--- src/rtl/fdiv_wb_tracker.sv ---
// Writeback tracker for the fixed-latency fdiv pipeline: tags issues in a shift register,
// queues results with their tags, and keeps a busy scoreboard plus credit-based issue throttling.
module fdiv_wb_tracker #(
    parameter int unsigned NSTAGE = 7,
    parameter int unsigned DEPTH  = 8,
    parameter int unsigned TAGW   = 5
) (
    input  logic                 clk,
    input  logic                 rstn,
    input  logic                 issue_valid,
    input  logic [TAGW-1:0]      issue_tag,
    output logic                 issue_ready,
    input  logic [TAGW-1:0]      src1_tag,
    input  logic [TAGW-1:0]      src2_tag,
    output logic                 hazard,
    input  logic [31:0]          res_data,
    output logic                 wb_valid,
    output logic [TAGW-1:0]      wb_tag,
    output logic [31:0]          wb_data,
    input  logic                 wb_ready,
    output logic [2**TAGW-1:0]   busy
);

    localparam int unsigned NREG = 2**TAGW;
    localparam int unsigned PTRW = (DEPTH > 1) ? $clog2(DEPTH) : 1;
    localparam int unsigned CNTW = $clog2(DEPTH + 1);

    // Issue-side shift register
    logic [NSTAGE-1:0] pipe_v_q;
    logic [TAGW-1:0]   pipe_tag_q [NSTAGE];

    // Result FIFO
    logic [TAGW-1:0]   mem_tag  [DEPTH];
    logic [31:0]       mem_data [DEPTH];
    logic [PTRW-1:0]   wr_ptr_q, wr_ptr_d;
    logic [PTRW-1:0]   rd_ptr_q, rd_ptr_d;
    logic [CNTW-1:0]   count_q, count_d;

    // Credits and scoreboard
    logic [CNTW-1:0]   inflight_q, inflight_d;
    logic [NREG-1:0]   busy_q, busy_d;

    logic              acc;
    logic              arr_v;
    logic [TAGW-1:0]   arr_tag;
    logic              push;
    logic              pop;
    logic [CNTW:0]     credit_used;

    function automatic logic [PTRW-1:0] ptr_inc(input logic [PTRW-1:0] p);
        return (p == PTRW'(DEPTH - 1)) ? '0 : p + PTRW'(1);
    endfunction

    // Pop frees a slot only once count_q updates, so there is no same-cycle credit return.
    assign credit_used = (CNTW+1)'(inflight_q) + (CNTW+1)'(count_q);
    assign issue_ready = (credit_used < (CNTW+1)'(DEPTH)) & ~busy_q[issue_tag];
    assign acc         = issue_valid & issue_ready;

    assign arr_v   = pipe_v_q[NSTAGE-1];
    assign arr_tag = pipe_tag_q[NSTAGE-1];

    assign wb_valid = (count_q != '0);
    assign wb_tag   = wb_valid ? mem_tag[rd_ptr_q]  : '0;
    assign wb_data  = wb_valid ? mem_data[rd_ptr_q] : '0;

    assign push = arr_v;
    assign pop  = wb_valid & wb_ready;

    assign hazard = busy_q[src1_tag] | busy_q[src2_tag];
    assign busy   = busy_q;

    always_ff @(posedge clk or negedge rstn) begin
        if (!rstn) begin
            pipe_v_q <= '0;
        end else begin
            pipe_v_q[0] <= acc;
            for (int k = 1; k < NSTAGE; k++) begin
                pipe_v_q[k] <= pipe_v_q[k-1];
            end
        end
    end

    // Tags are qualified by pipe_v_q, so they need no reset.
    always_ff @(posedge clk) begin
        pipe_tag_q[0] <= issue_tag;
        for (int k = 1; k < NSTAGE; k++) begin
            pipe_tag_q[k] <= pipe_tag_q[k-1];
        end
    end

    always_ff @(posedge clk) begin
        if (push) begin
            mem_tag[wr_ptr_q]  <= arr_tag;
            mem_data[wr_ptr_q] <= res_data;
        end
    end

    always_comb begin
        wr_ptr_d   = wr_ptr_q;
        rd_ptr_d   = rd_ptr_q;
        count_d    = count_q;
        inflight_d = inflight_q;

        if (push) begin
            wr_ptr_d = ptr_inc(wr_ptr_q);
        end
        if (pop) begin
            rd_ptr_d = ptr_inc(rd_ptr_q);
        end

        unique case ({push, pop})
            2'b10:   count_d = count_q + CNTW'(1);
            2'b01:   count_d = count_q - CNTW'(1);
            default: count_d = count_q;
        endcase

        unique case ({acc, arr_v})
            2'b10:   inflight_d = inflight_q + CNTW'(1);
            2'b01:   inflight_d = inflight_q - CNTW'(1);
            default: inflight_d = inflight_q;
        endcase
    end

    // Clear before set so a same-cycle set on the same tag wins.
    always_comb begin
        busy_d = busy_q;
        if (pop) begin
            busy_d[wb_tag] = 1'b0;
        end
        if (acc && (issue_tag != '0)) begin
            busy_d[issue_tag] = 1'b1;
        end
        busy_d[0] = 1'b0;
    end

    always_ff @(posedge clk or negedge rstn) begin
        if (!rstn) begin
            wr_ptr_q   <= '0;
            rd_ptr_q   <= '0;
            count_q    <= '0;
            inflight_q <= '0;
            busy_q     <= '0;
        end else begin
            wr_ptr_q   <= wr_ptr_d;
            rd_ptr_q   <= rd_ptr_d;
            count_q    <= count_d;
            inflight_q <= inflight_d;
            busy_q     <= busy_d;
        end
    end

endmodule

--- config.mk ---
export PLATFORM = sky130hd
export DESIGN_NAME = fdiv_wb_tracker
export DESIGN_NICKNAME = d
export VERILOG_FILES = /design/src/rtl/fdiv_wb_tracker.sv
export SDC_FILE = /design/constraint.sdc
export NUM_CORES = 1
export LEC_CHECK = 0
export BUFFER_PORTS_ARGS = -buffer_cell sky130_fd_sc_hd__buf_2
export CAP_MARGIN = 20
export CORE_ASPECT_RATIO = 1.1
export CORE_MARGIN = 2
export CORE_UTILIZATION = 35
export DETAILED_ROUTE_END_ITERATION = 6
export HOLD_SLACK_MARGIN = 0.02
export PLACE_DENSITY = 0.55
export REMOVE_ABC_BUFFERS = 1
export SYNTH_ARGS = -nofsm -noshare
export SYNTH_HDL_FRONTEND = slang
export SYNTH_SLANG_ARGS = --single-unit
--- constraint.sdc ---
create_clock -name clk -period 10.1 [get_ports clk]
set_input_delay 3.03 -clock clk [delete_from_list [all_inputs] [get_ports clk]]
set_output_delay 3.03 -clock clk [all_outputs]
set_load 0.1 [all_outputs]
; Word-level counts from Yosys, hierarchy flattened
; Memories as Yosys holds them, arrays and structs flattened.
; Cells that the tools add are included.
[op_classes]
eq_ne = 6
n_reduce_logical = 7
magnitude_cmp = 7
n_mux = 20
add_sub_neg = 7
bitwise = 8
[ops]
columns = cell, count
row1 = 32-bit 2-to-1 mux, 3
row2 = 32-bit bitwise AND, 1
row3 = 32-bit inverter, 1
row4 = 32-bit OR, 1
row5 = 5-bit by 6-bit < comparator with 1-bit output (second input constant), 4
row6 = 4-bit one-hot mux with 2 select lines, 2
row7 = 1-bit binary-select mux with 5-bit select, 3
row8 = 1-bit demux with 5-bit select, 2
row9 = 5-bit by 1-bit >= comparator with 1-bit output (second input constant), 2
row10 = 4-bit by 1-bit adder with 4-bit output (second input constant), 2
row11 = 4-bit by 1-bit subtractor with 4-bit output (second input constant), 2
row12 = 1-bit 2-to-1 mux, 7
row13 = 3-bit by 1-bit adder with 3-bit output (second input constant), 2
row14 = 3-bit == test (second input constant), 2
row15 = 3-bit 2-to-1 mux, 2
row16 = 4-bit by 4-bit adder with 5-bit output, 1
row17 = 5-bit by 4-bit < comparator with 1-bit output (second input constant), 1
row18 = 5-bit 2-to-1 mux, 1
row19 = 5-bit nonzero test, 1
row20 = 2-bit by 1-bit == test with 1-bit output (second input constant), 2
row21 = 2-bit == test (second input constant), 2
row22 = 2-bit nonzero test, 2
row23 = 4-bit nonzero test, 1
row24 = 1-bit bitwise AND, 3
row25 = other kinds (3), 5
[word_totals]
ram_bits = 331
out_inout_bits = 72
memories = 3
reg_bits = 52
[memory_table]
columns = name, depth, width, rd, rd_clocked_by_memory_dff, wr, line_no
row1 = mem_data, 8, 32, 1, 0, 1, 34  ; logic [31:0] mem_data [DEPTH];
row2 = mem_tag, 8, 5, 1, 0, 1, 33  ; logic [TAGW-1:0] mem_tag [DEPTH];
row3 = pipe_tag_q, 7, 5, 7, 0, 7, 30  ; logic [TAGW-1:0] pipe_tag_q [NSTAGE];

; Longest topological paths before layout
; Gate-level depths: netlist (run 1).
[depth]
ltp_word = 11
depth_mapped = 14
depth_no_buf = 12

; Worst setup path before layout (run 1)
; Ideal clock, no wire load.
[synth_path]
kind = in2out
start = input issue_tag[1]
end = output issue_ready
cell_stages = 6
n_path_buf = 1
arrival_time_ns = 6.336
setup_slack_ns = 0.734
required_time_ns = 7.070
cell_sequence = clkbuf_1 -> mux4_2 -> mux2_2 -> nand3_1 -> o21ai_1 -> nor3_1
[synth_between]
elab_chain_len = 4
[synth_rtl]
columns = item, line_no
row1 = from (decl), 11  ; input logic [TAGW-1:0] issue_tag,
row2 = 1-bit binary-select mux with 5-bit select, 56  ; assign issue_ready = (credit_used < (CNTW+1)'(DEPTH)) & ~busy_q[issue_tag];
row3 = 1-bit 2-to-1 mux (implied by the code), 56
row4 = 1-bit inverter, 56
row5 = 1-bit bitwise AND, 56
row6 = to (decl), 12  ; output logic issue_ready,
; Every way passes these cells. The select of a mux whose other input is x is not followed.

; Worst setup path in the final report (run 1)
; Ends and elaborated chain as after synthesis.

==> results of run 1 <==
-- placed cells by master, fill, tap and decap left out, types with 5 or more instances in the layout --
cell type	instances
edfxtp_1	296
buf_2	121
mux4_2	87
mux2i_1	58
dfrtp_1	49
nor2_1	40
clkbuf_16	38
dfxtp_1	35
o41ai_1	32
nand2_1	25
o21ai_1	25
buf_4	17
inv_1	13
ha_1	13
nand2b_1	8
clkinv_1	8
clkbuf_1	8
a21oi_1	6
mux2_2	6
o41ai_2	6
nor2_4	6
nor2b_1	5
or3_1	5
o21ai_0	5
-- state kept, by name (all words and copies together) (netlist names) --
signal and cells:
busy 31, count_q 4, inflight_q 4, mem_data 256
mem_tag 40, pipe_tag_q 35, pipe_v_q 7, rd_ptr_q 3
wr_ptr_q 3
-- metrics by stage --
step	utilization, %	area [um^2]	setup WS [ns]	hold slack, ns	std cells
4_1_cts	41.2	17900	1.89	0.317	1560
3_5_place_dp	38.4	16600	1.90	0.312	1491
5_1_grt	41.2	17900	1.74	0.319	1560
3_3_place_gp	38.4	16600	1.90	0.310	1491
6_report	41.2	17900	1.90	0.317	1560
2_1_floorplan	-	15100	1.05	0.310	779
-- worst max-delay path: stages --
cell	delay (ns)
buf_2	0.33
mux4_2	0.55
mux2_2	0.31
nand3_1	0.08
o21ai_1	0.09
nor3_1	0.29
buf_2	0.49
-- routing by layer --
layer | global-route usage (%) | share of wire, % | up-vias | wire length [um]
met5 | 0 | 0.048 | - | 16
met3 | 3.07 | 5.3 | 52 | 1780
met4 | 4.03 | 1.9 | 2 | 630
li1 | - | - | 3591 | -
met1 | 20.6 | 45 | 4169 | 15100
met2 | 24.0 | 48 | 214 | 15800
-- area by class of cell --
class                   count  area [um^2]  share of cell area [%]
clock buffers              49         1010                    5.68
clock inverters            20          213                    1.19
inverters                  15         56.3                   0.315
multi-input cells         381         4220                    23.6
flip-flops and latches    383        10900                    61.0
well taps                 574          718                    4.02
repair buffers            138          733                    4.11
-- path summary, 6_finish.rpt --
kind,start,to,depth (start not counted),slack (ns)
max,issue_tag[1],issue_ready,7,1.90
min,pipe_tag_q[3][0]$_DFF_P_,pipe_tag_q[4][0]$_DFF_P_,0,0.32
max reg2reg,count_q[2]$_DFFE_PN0P_,inflight_q[3]$_DFFE_PN0P_,12,6.41
min reg2reg,pipe_tag_q[3][0]$_DFF_P_,pipe_tag_q[4][0]$_DFF_P_,0,0.32
max in group asynchronous,rstn,rd_ptr_q[1]$_DFFE_PN0P_,2,6.94
min in group asynchronous,rstn,busy[23]$_DFF_PN0_,2,2.62
-- Yosys cell counts, types with 7 or more instances --
cell / instances
dfxtp_1: 35
ha_1: 13
buf_2: 21
nor2_1: 46
clkbuf_1: 15
mux4_2: 87
nand2_1: 25
buf_1: 7
dfrtp_1: 52
nand2b_1: 8
o41ai_1: 32
o21ai_1: 25
inv_1: 13
edfxtp_1: 296
mux2i_1: 58
-- logic make-up after synthesis --
family | Yosys count
AOI/OAI and AO/OA | 92
xor gates and xnor gates | 8
adders and majority gates | 15
buffers and inverters | 63
DFF | 383
muxes | 152
other | 1
and+or+nand+nor | 113
==> results.py, run 1 <==
metrics = {
    "outcome": {
        "run_status": "finished, final reports clean",
    },
    "clock_tree": {
        "cts_tree": "done",
        "cts_buffers": 38,
        "root_buffer": "clkbuf_16",
        "clock_sinks": 383,
        "clkTransAtPathRegs_ns": 0.06,
        "postCtsHoldBufs": 0,
        "cts_setup_buffers": 0,
        "ctsLongestPathBuffers": 3,
        "post_cts_resized": 0,
        "clk-insertion-delay-late_ns": 0.54,
        "cts_max_level": 2,
    },
    "global_routing": {
        "grt_overflow": 0,
        "grt_pass1_vias": 8313,
        "grt_pass1_wl_um": 51500,
        "grt_use_total_pct": 14.9,
        "grt_max_degree": 53,
        "antenna_found_initial": 1,
    },
    "synth": {
        "synth_compound_area_share_pct": 4.62,
        "synth_top_area_share_pct": 57.9,
        "synthFlopType": "edfxtp_1",
        "netlist_top_cells_area": "edfxtp_1 58%, mux4_2 13%, dfrtp_1 8.5%",
        "synthArstFlopShare_pct": 13.6,
        "synth_top_area_cell": "edfxtp_1",
        "synth.avg_cell_area_um2": 18.6,
        "synth_edf_count": 296,
        "synth_area_um2": 15300,
        "muxShareOfSynthArea_pct": 17.1,
        "synth_cell_types": 56,
        "synth_xor_area_share_pct": 0.457,
        "syn_inst": 827,
        "synth_top_family_by_area": "multiplexers",
        "yosysWarnings": 0,
        "synth_seq_area_share_pct": 71.0,
        "ys_ff_latch": 383,
        "synthSimpleGateAreaFrac_pct": 3.62,
        "synth_fa_ha_area_share_pct": 1.32,
    },
    "cells_and_area": {
        "synthToLayoutAreaGrowth_pct": 16.4,
        "antenna_cells": 0,
        "fill_cells": 3926,
        "final_nets": 1023,
        "drive_above_1_share_pct": 31.6,
    },
    "drt": {
        "num_vias": 8028,
        "drc": 0,
        "vias_per_cell": 5.15,
        "routedWlPerCell_um": 21.4,
        "wirelength_um": 33300,
        "drt_iter0_drc": 467,
        "drtAntennaViolNets": 0,
        "drtPass1Iterations": 5,
    },
    "worst_setup_path": {
        "worst_ep_arrival_time_ns": 5.17,
        "cp-start-kind": "input port",
        "worstSetupPathType": "input port to primary output",
        "crit_required_ns": 7.07,
        "worst-path-max-fanout": 17,
        "cp-end-kind": "primary output",
    },
    "timing": {
        "setup_tns_ns": 0,
        "drv_slew": 0,
        "max_freq_mhz": 122,
        "fin_crit_ns": 8.20,
        "fin_skew_ns": 0.0182,
        "min_period_over_period_pct": 81.1,
        "worstMarginPinSlew_ns": 0.914,
        "maxSlewHeadroom_pct": 39.1,
        "rsz0062_at_grt": "no",
        "finalHoldViolCount": 0,
        "setup_viol": 0,
    },
    "floorplanning": {
        "io_pins": 123,
        "row_count": 80,
        "core-area_um2": 43300,
        "die_area_um2": 45500,
        "fp.dieW_um": 204,
        "fp.dieH_um": 224,
        "initial_core_util_pct": 35.4,
    },
    "run": {
        "maxCapViolCount": 0,
    },
    "placement": {
        "io_buffer_count": 121,
        "gp_congestion": 0.828,
        "post-dp-hpwl_um": 19900,
    },
    "hold_path": {
        "hold_class": "register to register",
    },
}
Power of run 1 is not shown: default switching activity piles up to over one toggle a cycle in this logic, so the estimate is an artifact.
==> run 2: changes to the inputs <==
Settings changed: ABC_AREA set to 1.
Clock period 10.1 ns to 8.44 ns, I/O delays scaled along.
==> run 2 against run 1 <==
Against the previous run:
- utilization is 0.20 points lower
- first-iteration DRC count is 91% higher
- cell area increased by 2.6%
- register-to-register slack got worse by 1.5 ns
- critical path type unchanged
==> results.py, run 2 <==
metrics = {
    "outcome": {
        "run_status": "finished, final reports clean",
    },
    "synth": {
        "ys_ff_latch": 383,
        "ys_top_cells_by_count": "296 x edfxtp_1, 295 x nor2_1, 229 x nand2_1",
        "synthSimpleGateAreaFrac_pct": 15.4,
        "yosysWarnings": 0,
        "synth_cell_types": 33,
        "synthFlopType": "edfxtp_1",
        "synth_edf_count": 296,
        "yosysMostFrequentCell": "edfxtp_1",
        "synth_seq_area_share_pct": 68.4,
        "syn_inst": 1473,
        "synth_fa_ha_area_share_pct": 1.27,
        "netlist_top_cells_area": "edfxtp_1 56%, dfrtp_1 8.2%, nor2_1 7.0%",
        "synth.avg_cell_area_um2": 10.8,
        "synth_top_area_share_pct": 55.9,
        "synth_xor_area_share_pct": 0.330,
        "muxShareOfSynthArea_pct": 0,
        "synthArstFlopShare_pct": 13.6,
        "synth_compound_area_share_pct": 10.5,
        "synth_top_family_by_area": "simple AND/OR/NAND/NOR gates",
        "synth_top_area_cell": "edfxtp_1",
        "synth_area_um2": 15900,
    },
    "drt": {
        "drt_iter0_drc": 893,
        "num_vias": 11000,
        "wirelength_um": 39600,
        "vias_per_cell": 5.05,
        "routedWlPerCell_um": 18.2,
        "drtPass1Iterations": 5,
        "drtAntennaViolNets": 0,
        "drc": 0,
    },
    "worst_setup_path": {
        "slowest_delay_ns": 0.42,
        "cp-start-kind": "input port",
        "path_common_cell": "nand2_1",
        "worst_ep_arrival_time_ns": 4.13,
        "worstSetupPathType": "input port to primary output",
        "worst-path-max-fanout": 22,
        "cpMaxStageDelayCell": "buf_2",
        "cp_cell_sequence": "buf_2, inv_2, nand2_1, nand2_1, nand2_1, nand2_1, nand2_1, nand2_1, nor2_1, nand3_2, inv_1, buf_2",
        "reg2reg_slack_ns": 4.92,
        "crit_required_ns": 5.91,
        "cp-end-kind": "primary output",
    },
    "global_routing": {
        "busiest_layer": "met2",
        "grt_pass1_wl_um": 61300,
        "grt_overflow": 0,
        "grtUsageMet3_pct": 2.83,
        "grt_max_degree": 97,
        "grt_use_total_pct": 16.6,
        "grt_pass1_vias": 10900,
        "use_met1_pct": 21.9,
        "globalRouteMet2Util_pct": 27.7,
        "antenna_found_initial": 0,
    },
    "clock_tree": {
        "cts_tree": "done",
        "clkTransAtPathRegs_ns": 0.06,
        "cts_max_level": 2,
        "clk-insertion-delay-late_ns": 0.54,
        "clock_sinks": 383,
        "cts_buffers": 39,
        "root_buffer": "clkbuf_16",
        "post_cts_resized": 0,
        "ctsLongestPathBuffers": 3,
        "postCtsHoldBufs": 0,
        "cts_setup_buffers": 0,
    },
    "timing": {
        "setup_viol": 0,
        "worstMarginPinSlew_ns": 1.05,
        "min_period_over_period_pct": 79.0,
        "drv_slew": 0,
        "rsz0062_at_grt": "no",
        "finalHoldViolCount": 0,
        "fin_crit_ns": 6.66,
        "maxSlewHeadroom_pct": 30.0,
        "setup_tns_ns": 0,
        "max_freq_mhz": 150,
        "fin_skew_ns": 0.0190,
    },
    "cells_and_area": {
        "synthToLayoutAreaGrowth_pct": 15.1,
        "largest_reg_flops": 256,
        "largest_register": "mem_data",
        "top_regs": "mem_data (256), mem_tag (40), pipe_tag_q (35)",
        "drive_above_1_share_pct": 14.1,
        "final_nets": 1638,
        "final_cell_mix": "296 x edfxtp_1, 287 x nor2_1, 229 x nand2_1",
        "final_common_cell": "edfxtp_1",
    },
    "placement": {
        "gp_congestion": 0.885,
        "io_buffer_count": 121,
        "post-dp-hpwl_um": 22900,
    },
    "run": {
        "maxCapViolCount": 0,
    },
    "floorplanning": {
        "fp.dieH_um": 228,
        "core-area_um2": 44700,
        "initial_core_util_pct": 35.6,
        "fp.dieW_um": 207,
        "io_pins": 123,
        "row_count": 81,
        "die_area_um2": 47200,
    },
    "hold_path": {
        "hold_class": "register to register",
    },
}
-- run 2: final cells by class --
type | count | area [um^2]
Timing Repair Buffer | 136 | 718
Clock inverter | 22 | 199
Multi-Input combinational cell | 943 | 4450
Antenna cell | 1 | 2.50
Sequential cell | 383 | 10900
Inverter | 69 | 262
Tap cell | 581 | 727
Fill cell | 4282 | 26400
Clock buffer | 48 | 1070
-- run 2: kinds of logic (layout without fill, tap and decap cells) --
family | count (synthesis) | in the layout
AND/OR/NAND/NOR | 611 | 611
AO/OA/AOI/OAI | 310 | 310
flip-flops | 383 | 383
other | 1 | 2
adder cells (fa/ha/maj) | 15 | 15
XOR/XNOR | 6 | 6
buffers and inverters | 147 | 275
-- run 2: per-layer routing --
| layer | vias up | share of wire [%] |
|---|---|---|
| li1 | 5311 | - |
| met1 | 5316 | 46 |
| met2 | 315 | 47 |
| met3 | 73 | 5.1 |
| met4 | 0 | 2.5 |
| met5 | - | 0 |
-- run 2: metrics by stage --
stage               instance area, um^2  setup WS [ns]  instances  utilization (%)  hold WS, ns
finish                            18300           1.78       2183             41.0        0.321
CTS                               18300           1.78       2182             41.0        0.323
global route                      18300           1.60       2182             41.0        0.330
global placement                  17000           1.81       2112             38.1        0.312
floorplan                         15500          0.782       1395                -        0.310
detailed placement                17000           1.79       2112             38.1        0.312
-- run 2: path summary, 6_finish.rpt --
check | start | end | depth (start not counted)
max in group asynchronous | rstn | rd_ptr_q[0]$_DFFE_PN0P_ | 2
min reg2reg | pipe_tag_q[2][4]$_DFF_P_ | pipe_tag_q[3][4]$_DFF_P_ | 0
min | pipe_tag_q[2][4]$_DFF_P_ | pipe_tag_q[3][4]$_DFF_P_ | 0
max | issue_tag[0] | issue_ready | 12
max reg2reg | count_q[3]$_DFFE_PN0P_ | inflight_q[3]$_DFFE_PN0P_ | 18
min in group asynchronous | rstn | busy[26]$_DFF_PN0_ | 2
-- run 2: worst max-delay path: cells and delay by family --
family / cells / cell delay, ns
buffers and inverters: 4 / 0.98
and+or+nand+nor: 8 / 0.61
Power of run 2 is left out for the same reason.
